## src/rtl/calc_pkg.sv

```systemverilog
// Shared definitions for the 4-bit calculator and its key sequencer:
// key codes, operator encodings, sequencer states and decoded-key record.
package calc_pkg;

  localparam logic [4:0] KEY_ADD = 5'h10;
  localparam logic [4:0] KEY_SUB = 5'h11;
  localparam logic [4:0] KEY_MUL = 5'h12;
  localparam logic [4:0] KEY_DIV = 5'h13;
  localparam logic [4:0] KEY_EQ  = 5'h14;
  localparam logic [4:0] KEY_CLR = 5'h15;

  localparam logic [2:0] FUN_ADD = 3'd0;
  localparam logic [2:0] FUN_SUB = 3'd1;
  localparam logic [2:0] FUN_MUL = 3'd2;
  localparam logic [2:0] FUN_DIV = 3'd3;

  typedef enum logic [2:0] {
    ST_ENTER_A,
    ST_ENTER_OP,
    ST_ENTER_B,
    ST_EXEC,
    ST_DONE
  } calc_state_t;

  typedef struct packed {
    logic       is_digit;
    logic       is_op;
    logic       is_eq;
    logic       is_clr;
    logic       is_illegal;
    logic [3:0] digit;
    logic [2:0] fun;
  } key_class_t;

  // Operator keys are contiguous from KEY_ADD, so the low bits are the fun code.
  function automatic logic [2:0] op_to_fun(input logic [1:0] op_sel);
    return {1'b0, op_sel};
  endfunction

endpackage

```

## src/rtl/calc_key_decode.sv

```systemverilog
// Combinational classification of a 5-bit key code into digit / operator /
// equals / clear / illegal, with the digit value and operator encoding.
module calc_key_decode
  import calc_pkg::*;
(
  input  logic [4:0] key_code,
  output key_class_t key_class
);

  always_comb begin
    key_class       = '0;
    key_class.digit = key_code[3:0];
    key_class.fun   = op_to_fun(key_code[1:0]);
    if (!key_code[4]) begin
      key_class.is_digit = 1'b1;
    end else begin
      case (key_code)
        KEY_ADD, KEY_SUB, KEY_MUL, KEY_DIV: key_class.is_op = 1'b1;
        KEY_EQ:                             key_class.is_eq = 1'b1;
        KEY_CLR:                            key_class.is_clr = 1'b1;
        default:                            key_class.is_illegal = 1'b1;
      endcase
    end
  end

endmodule

```

## src/rtl/calc_key_seq.sv

```systemverilog
// Key sequencer for the 4-bit calculator: builds A/op/B from keys, holds them
// through a settle window, captures the result. Option: CALC_CHAIN_EN.
module calc_key_seq
  import calc_pkg::*;
#(
  parameter int unsigned SETTLE_CYCLES = 1
) (
  input  logic       clk,
  input  logic       rst_n,
  input  logic       key_valid,
  input  logic [4:0] key_code,
  output logic       key_ready,
  output logic [3:0] ain,
  output logic [3:0] bin,
  output logic [2:0] fun,
  input  logic [7:0] calc_out,
  output logic [7:0] result,
  output logic       result_valid,
  output logic       err_key,
  output logic       err_div
);

  localparam logic [3:0] CNT_LOAD = 4'(SETTLE_CYCLES - 1);

  calc_state_t state_q, state_d;
  logic [3:0]  ain_q, ain_d;
  logic [3:0]  bin_q, bin_d;
  logic [2:0]  fun_q, fun_d;
  logic        b_ent_q, b_ent_d;
  logic [3:0]  cnt_q, cnt_d;
  logic [7:0]  result_q, result_d;
  logic        result_valid_q, result_valid_d;
  logic        err_key_q, err_key_d;
  logic        err_div_q, err_div_d;
  key_class_t  kc;
  logic        accept;

  calc_key_decode u_decode (
    .key_code  (key_code),
    .key_class (kc)
  );

  assign key_ready = (state_q != ST_EXEC);
  assign accept    = key_valid && key_ready;

  always_ff @(posedge clk or negedge rst_n) begin
    if (!rst_n) begin
      state_q        <= ST_ENTER_A;
      ain_q          <= '0;
      bin_q          <= '0;
      fun_q          <= FUN_ADD;
      b_ent_q        <= 1'b0;
      cnt_q          <= '0;
      result_q       <= '0;
      result_valid_q <= 1'b0;
      err_key_q      <= 1'b0;
      err_div_q      <= 1'b0;
    end else begin
      state_q        <= state_d;
      ain_q          <= ain_d;
      bin_q          <= bin_d;
      fun_q          <= fun_d;
      b_ent_q        <= b_ent_d;
      cnt_q          <= cnt_d;
      result_q       <= result_d;
      result_valid_q <= result_valid_d;
      err_key_q      <= err_key_d;
      err_div_q      <= err_div_d;
    end
  end

  always_comb begin
    state_d        = state_q;
    ain_d          = ain_q;
    bin_d          = bin_q;
    fun_d          = fun_q;
    b_ent_d        = b_ent_q;
    cnt_d          = cnt_q;
    result_d       = result_q;
    result_valid_d = 1'b0;
    err_key_d      = 1'b0;
    err_div_d      = err_div_q;

    if (accept && kc.is_clr) begin
      ain_d     = '0;
      bin_d     = '0;
      fun_d     = FUN_ADD;
      b_ent_d   = 1'b0;
      err_div_d = 1'b0;
      state_d   = ST_ENTER_A;
    end else begin
      case (state_q)
        ST_ENTER_A: begin
          if (accept) begin
            if (kc.is_digit) begin
              ain_d   = kc.digit;
              state_d = ST_ENTER_OP;
            end else begin
              err_key_d = 1'b1;
            end
          end
        end

        ST_ENTER_OP: begin
          if (accept) begin
            if (kc.is_digit) begin
              ain_d = kc.digit;
            end else if (kc.is_op) begin
              fun_d   = kc.fun;
              b_ent_d = 1'b0;
              state_d = ST_ENTER_B;
            end else begin
              err_key_d = 1'b1;
            end
          end
        end

        ST_ENTER_B: begin
          if (accept) begin
            if (kc.is_digit) begin
              bin_d   = kc.digit;
              b_ent_d = 1'b1;
            end else if (kc.is_op) begin
              fun_d = kc.fun;
            end else if (kc.is_eq && b_ent_q) begin
              cnt_d     = CNT_LOAD;
              err_div_d = 1'b0;
              state_d   = ST_EXEC;
            end else begin
              err_key_d = 1'b1;
            end
          end
        end

        ST_EXEC: begin
          if (cnt_q == '0) begin
            // Divide-by-zero never trusts the calculator's output.
            if (fun_q == FUN_DIV && bin_q == '0) begin
              result_d  = '0;
              err_div_d = 1'b1;
            end else begin
              result_d = calc_out;
            end
            result_valid_d = 1'b1;
            state_d        = ST_DONE;
          end else begin
            cnt_d = cnt_q - 4'd1;
          end
        end

        ST_DONE: begin
          if (accept) begin
            if (kc.is_digit) begin
              ain_d   = kc.digit;
              bin_d   = '0;
              fun_d   = FUN_ADD;
              b_ent_d = 1'b0;
              state_d = ST_ENTER_OP;
            end else if (kc.is_eq) begin
              cnt_d     = CNT_LOAD;
              err_div_d = 1'b0;
              state_d   = ST_EXEC;
            end else if (kc.is_op) begin
`ifdef CALC_CHAIN_EN
              ain_d   = result_q[3:0];
              fun_d   = kc.fun;
              b_ent_d = 1'b0;
              state_d = ST_ENTER_B;
`else
              err_key_d = 1'b1;
`endif
            end else if (kc.is_illegal) begin
              err_key_d = 1'b1;
            end
          end
        end

        default: state_d = ST_ENTER_A;
      endcase
    end
  end

  assign ain          = ain_q;
  assign bin          = bin_q;
  assign fun          = fun_q;
  assign result       = result_q;
  assign result_valid = result_valid_q;
  assign err_key      = err_key_q;
  assign err_div      = err_div_q;

endmodule
```

## config.mk

```make
export PLATFORM = sky130hd
export DESIGN_NAME = calc_key_seq
export DESIGN_NICKNAME = d
export VERILOG_FILES = /design/src/rtl/calc_pkg.sv /design/src/rtl/calc_key_decode.sv /design/src/rtl/calc_key_seq.sv
export SDC_FILE = /design/constraint.sdc
export NUM_CORES = 1
export LEC_CHECK = 0
export BUFFER_PORTS_ARGS = -buffer_cell sky130_fd_sc_hd__buf_4
export CORE_MARGIN = 2
export CORE_UTILIZATION = 38
export CTS_CLUSTER_DIAMETER = 30
export DETAILED_ROUTE_END_ITERATION = 6
export GPL_TIMING_DRIVEN = 0
export PLACE_DENSITY = 0.56
export SYNTH_ARGS = -nofsm -noshare
export SYNTH_HDL_FRONTEND = slang
export SYNTH_SLANG_ARGS = --single-unit
```

## constraint.sdc

```tcl
create_clock -name clk -period 2.6 [get_ports clk]
set_input_delay 0 -clock clk [delete_from_list [all_inputs] [get_ports clk]]
set_output_delay 0 -clock clk [all_outputs]
set_load 0.05 [all_outputs]
```

==> results.sh <==
export IMPL_post_dp_hpwl_mm=3.15
export IMPL_post_place_ws_ns=0.678
export IMPL_drt_initial_drc_count=102
export IMPL_cp_max_fo=10
export IMPL_end_kind="flop"
export IMPL_num_fill_cells=433
export IMPL_cts_max_level=2
export IMPL_synth_edff_count=0
export IMPL_drv_slew=0
export IMPL_yosys_cell_types_count=54
export IMPL_die_h_um=71.7
export IMPL_final_area_um2=2290
export IMPL_regArea_um2=726
export IMPL_fmax_mhz=502
export IMPL_drt_wirelength_per_cell_um=15.4
export IMPL_worstSetupStartpoint="state_q[0]"
export IMPL_path_clk_slew_ns=0.06
export IMPL_syn_area_um2=1740
export IMPL_wl_met1_mm=2.05
export IMPL_yosys_warnings=0
export IMPL_rows=24
export IMPL_cpLargestDelayFamily="buffers and inverters"
export IMPL_vdd_drop_max_v=0.000545
export IMPL_post_synth_cell_area_avg_um2=9.30
export IMPL_synthArstFlopShare_pct=100
export IMPL_hold_viol_final=0
export IMPL_ys_seq_area_share_pct=41.7
export IMPL_fin_crit_sh_pct=76.7
export IMPL_wl_met2_mm=2.16
export IMPL_cts_tree="done"
export IMPL_fin_ws_ns=0.607
export IMPL_final_setup_skew_ns=0.00348
export IMPL_rsz0062_at_grt="no"
export IMPL_clk_latency_ns=0.28
export IMPL_multi_input_area_um2=903
export IMPL_synthCells=187
export IMPL_antenna_found_initial=0
export IMPL_min_from="key_code[2]"
export IMPL_cts_sinks=29
export IMPL_required_ns=2.80
export IMPL_layout_nets=257
export IMPL_cpMaxStageDelayCell="dfrtp_1"
export IMPL_numPlacedInstances=274
export IMPL_grt_overflow=0
export IMPL_critPathArrivalTime_ns=2.20
export IMPL_wl_mm=4.52
export IMPL_route_vias_total=1560
export IMPL_layoutNonFillerInstCount=293
export IMPL_cts_root_buf="clkbuf_8"
export IMPL_synth_seq_cells=29
export IMPL_syn_to_final_growth_pct=31.9
export IMPL_first_global_vias=1553
export IMPL_cellLeakagePower_nw=1.05
export IMPL_top_layer="met4"
export IMPL_max_cap_violations=0
export IMPL_tightest_slew_ns=0.574
export IMPL_crit_path_start_kind="flop"
export IMPL_grt_max_degree=30
export IMPL_power_w=0.00297
export IMPL_slew_limit_headroom_pct=61.2
export IMPL_setup_tns_final_ns=0
export IMPL_crit_type="flop to flop"
export IMPL_antenna_left=0
export IMPL_track_usage_pct=18.7
export IMPL_r2r_start="state_q[0]"
export IMPL_p_per_area_nw_per_um2=1290
export IMPL_grt_pass1_wl_mm=7.45
export IMPL_outcome="completed"
export IMPL_critPathMaxStageDelay_ns=0.46
export IMPL_gp_routability_congestion=0.946
export IMPL_n_antenna_cell=0
export IMPL_drc=0
export IMPL_drive_gt1_share_pct=27.0
export IMPL_fp_dieW_um=71.7
export IMPL_core_area_um2=4380
export IMPL_first_pass_iters=4
export IMPL_synthFlopType="dfrtp_1"
export IMPL_start_util_pct=39.7
export IMPL_place_area_um2=2070
export IMPL_regToRegSetupSlack_ns=0.61
export IMPL_hold_path_class="input pin to flop"
export IMPL_viasPerCell=5.32
export IMPL_crit_chain="buf_6 > clkbuf_1 > nor2_1 > o31ai_1 > mux2_1 > o22ai_1"
export IMPL_top_level_ports=39
export IMPL_fin_crit_ns=1.99
export IMPL_clock_path_buffers=2
export IMPL_setup_viol=0
export IMPL_dieArea_um2=5130
export IMPL_critPathBufInv=2
export IMPL_wl_met3_um=249
export IMPL_cts_buffers=5
export IMPL_syn_num_nets=204
export IMPL_io_buffers=35
-- layout by cell type, fill, tap and decap left out, drive strengths merged, types with 2 or more instances in the layout --
| master | count |
|---|---|
| nor3b | 3 |
| a21oi | 5 |
| o21a | 2 |
| buf | 42 |
| nand3 | 9 |
| dlygate4sd3 | 11 |
| dfrtp | 29 |
| nor4bb | 2 |
| inv | 11 |
| and3 | 2 |
| mux2 | 8 |
| nand2 | 27 |
| or3b | 2 |
| nor2 | 10 |
| o21ai | 14 |
| nor4 | 3 |
| o31ai | 5 |
| nor3 | 3 |
| o211ai | 3 |
| nor2b | 2 |
| nand2b | 4 |
| clkbuf | 12 |
| or3 | 5 |
| and2 | 2 |
| mux2i | 3 |
-- per-stage QoR --
| step | utilization, % | hold slack, ns |
|---|---|---|
| final | 52.3 | 0.0469 |
| after global routing | 52.3 | 0.0802 |
| after CTS | 52.3 | 0.0518 |
| after detailed placement | 47.1 | -0.0492 |
| after global placement | 47.1 | -0.0580 |
| after floorplan | - | -0.296 |
-- Yosys cell counts (4+ instances only) --
cell type | number | area [um^2]
buf_2 | 4 | 20.0
o21ai_0 | 7 | 35.0
mux2_1 | 4 | 45.0
o31ai_1 | 4 | 30.0
or3_1 | 5 | 31.3
mux2_2 | 4 | 45.0
clkbuf_1 | 5 | 18.8
nor2_1 | 9 | 33.8
nand2_1 | 27 | 101
nand2b_1 | 4 | 25.0
inv_1 | 10 | 37.5
o21ai_1 | 7 | 35.0
nand3_1 | 9 | 45.0
dfrtp_1 | 29 | 726
-- flip-flops by register name, indices dropped and copies added (netlist names) --
signal and flops:
b_ent_q 1, bin 4, result 8, result_valid 1, ain 4, fun 2, cnt_q 4, state_q 3
err_div 1, err_key 1
-- what timing repair did --
action                                 in CTS  in global routing
gates resized for setup                     0                  0
setup buffers                               0                  0
hold buffers                               11                  0
endpoints found under the hold margin      39                  0
-- cell families after synthesis --
kind of cell | share of synthesized area, %
AO/OA/AOI/OAI | 19.1
adder cells (fa/ha/maj) | 0.719
XOR/XNOR | 0.504
buffers and inverters | 6.33
multiplexers | 6.91
flip-flops | 41.7
AND/OR/NAND/NOR | 24.5
other | 0.216
-- final timing paths --
path | end | cells after the start
min reg2reg | result[1] | 2
min in group asynchronous | err_key | 2
max reg2reg | b_ent_q | 6
max in group asynchronous | result[1] | 2
min | ain[2] | 3
max | b_ent_q | 6
-- worst reg2reg max path, stage by stage (launching register included) --
cell and delay [ns]:
dfrtp_1 0.46, buf_6 0.18, clkbuf_1 0.42, nor2_1 0.08
o31ai_1 0.28, mux2_1 0.36, o22ai_1 0.13
-- where the power goes --
group	total, W	switching (W)	leakage, nW	internal (W)
sequential	0.000804	0.000146	0.361	0.000657
combinational	0.00168	0.00110	0.627	0.000574
clock	0.000488	0.000176	0.0585	0.000312
total	0.00297	0.00142	1.05	0.00154
-- per-layer routing --
| layer | up-vias | track usage [%] |
|---|---|---|
| li1 | 775 | - |
| met1 | 734 | 24.0 |
| met2 | 43 | 29.9 |
| met3 | 8 | 6.05 |
| met4 | 0 | 5.87 |
| met5 | - | 0 |
-- final cells by class --
| type | instances | share of cell area [%] |
|---|---|---|
| multi-input combinational | 135 | 39.4 |
| tap | 52 | 2.84 |
| buffer | 12 | 3.00 |
| sequential | 29 | 31.6 |
| inverter | 11 | 1.80 |
| timing repair buffer | 46 | 16.3 |
| clock buffer | 7 | 3.76 |
| clock inverter | 1 | 1.31 |
No activity file was read; power rests on OpenSTA's default activity.
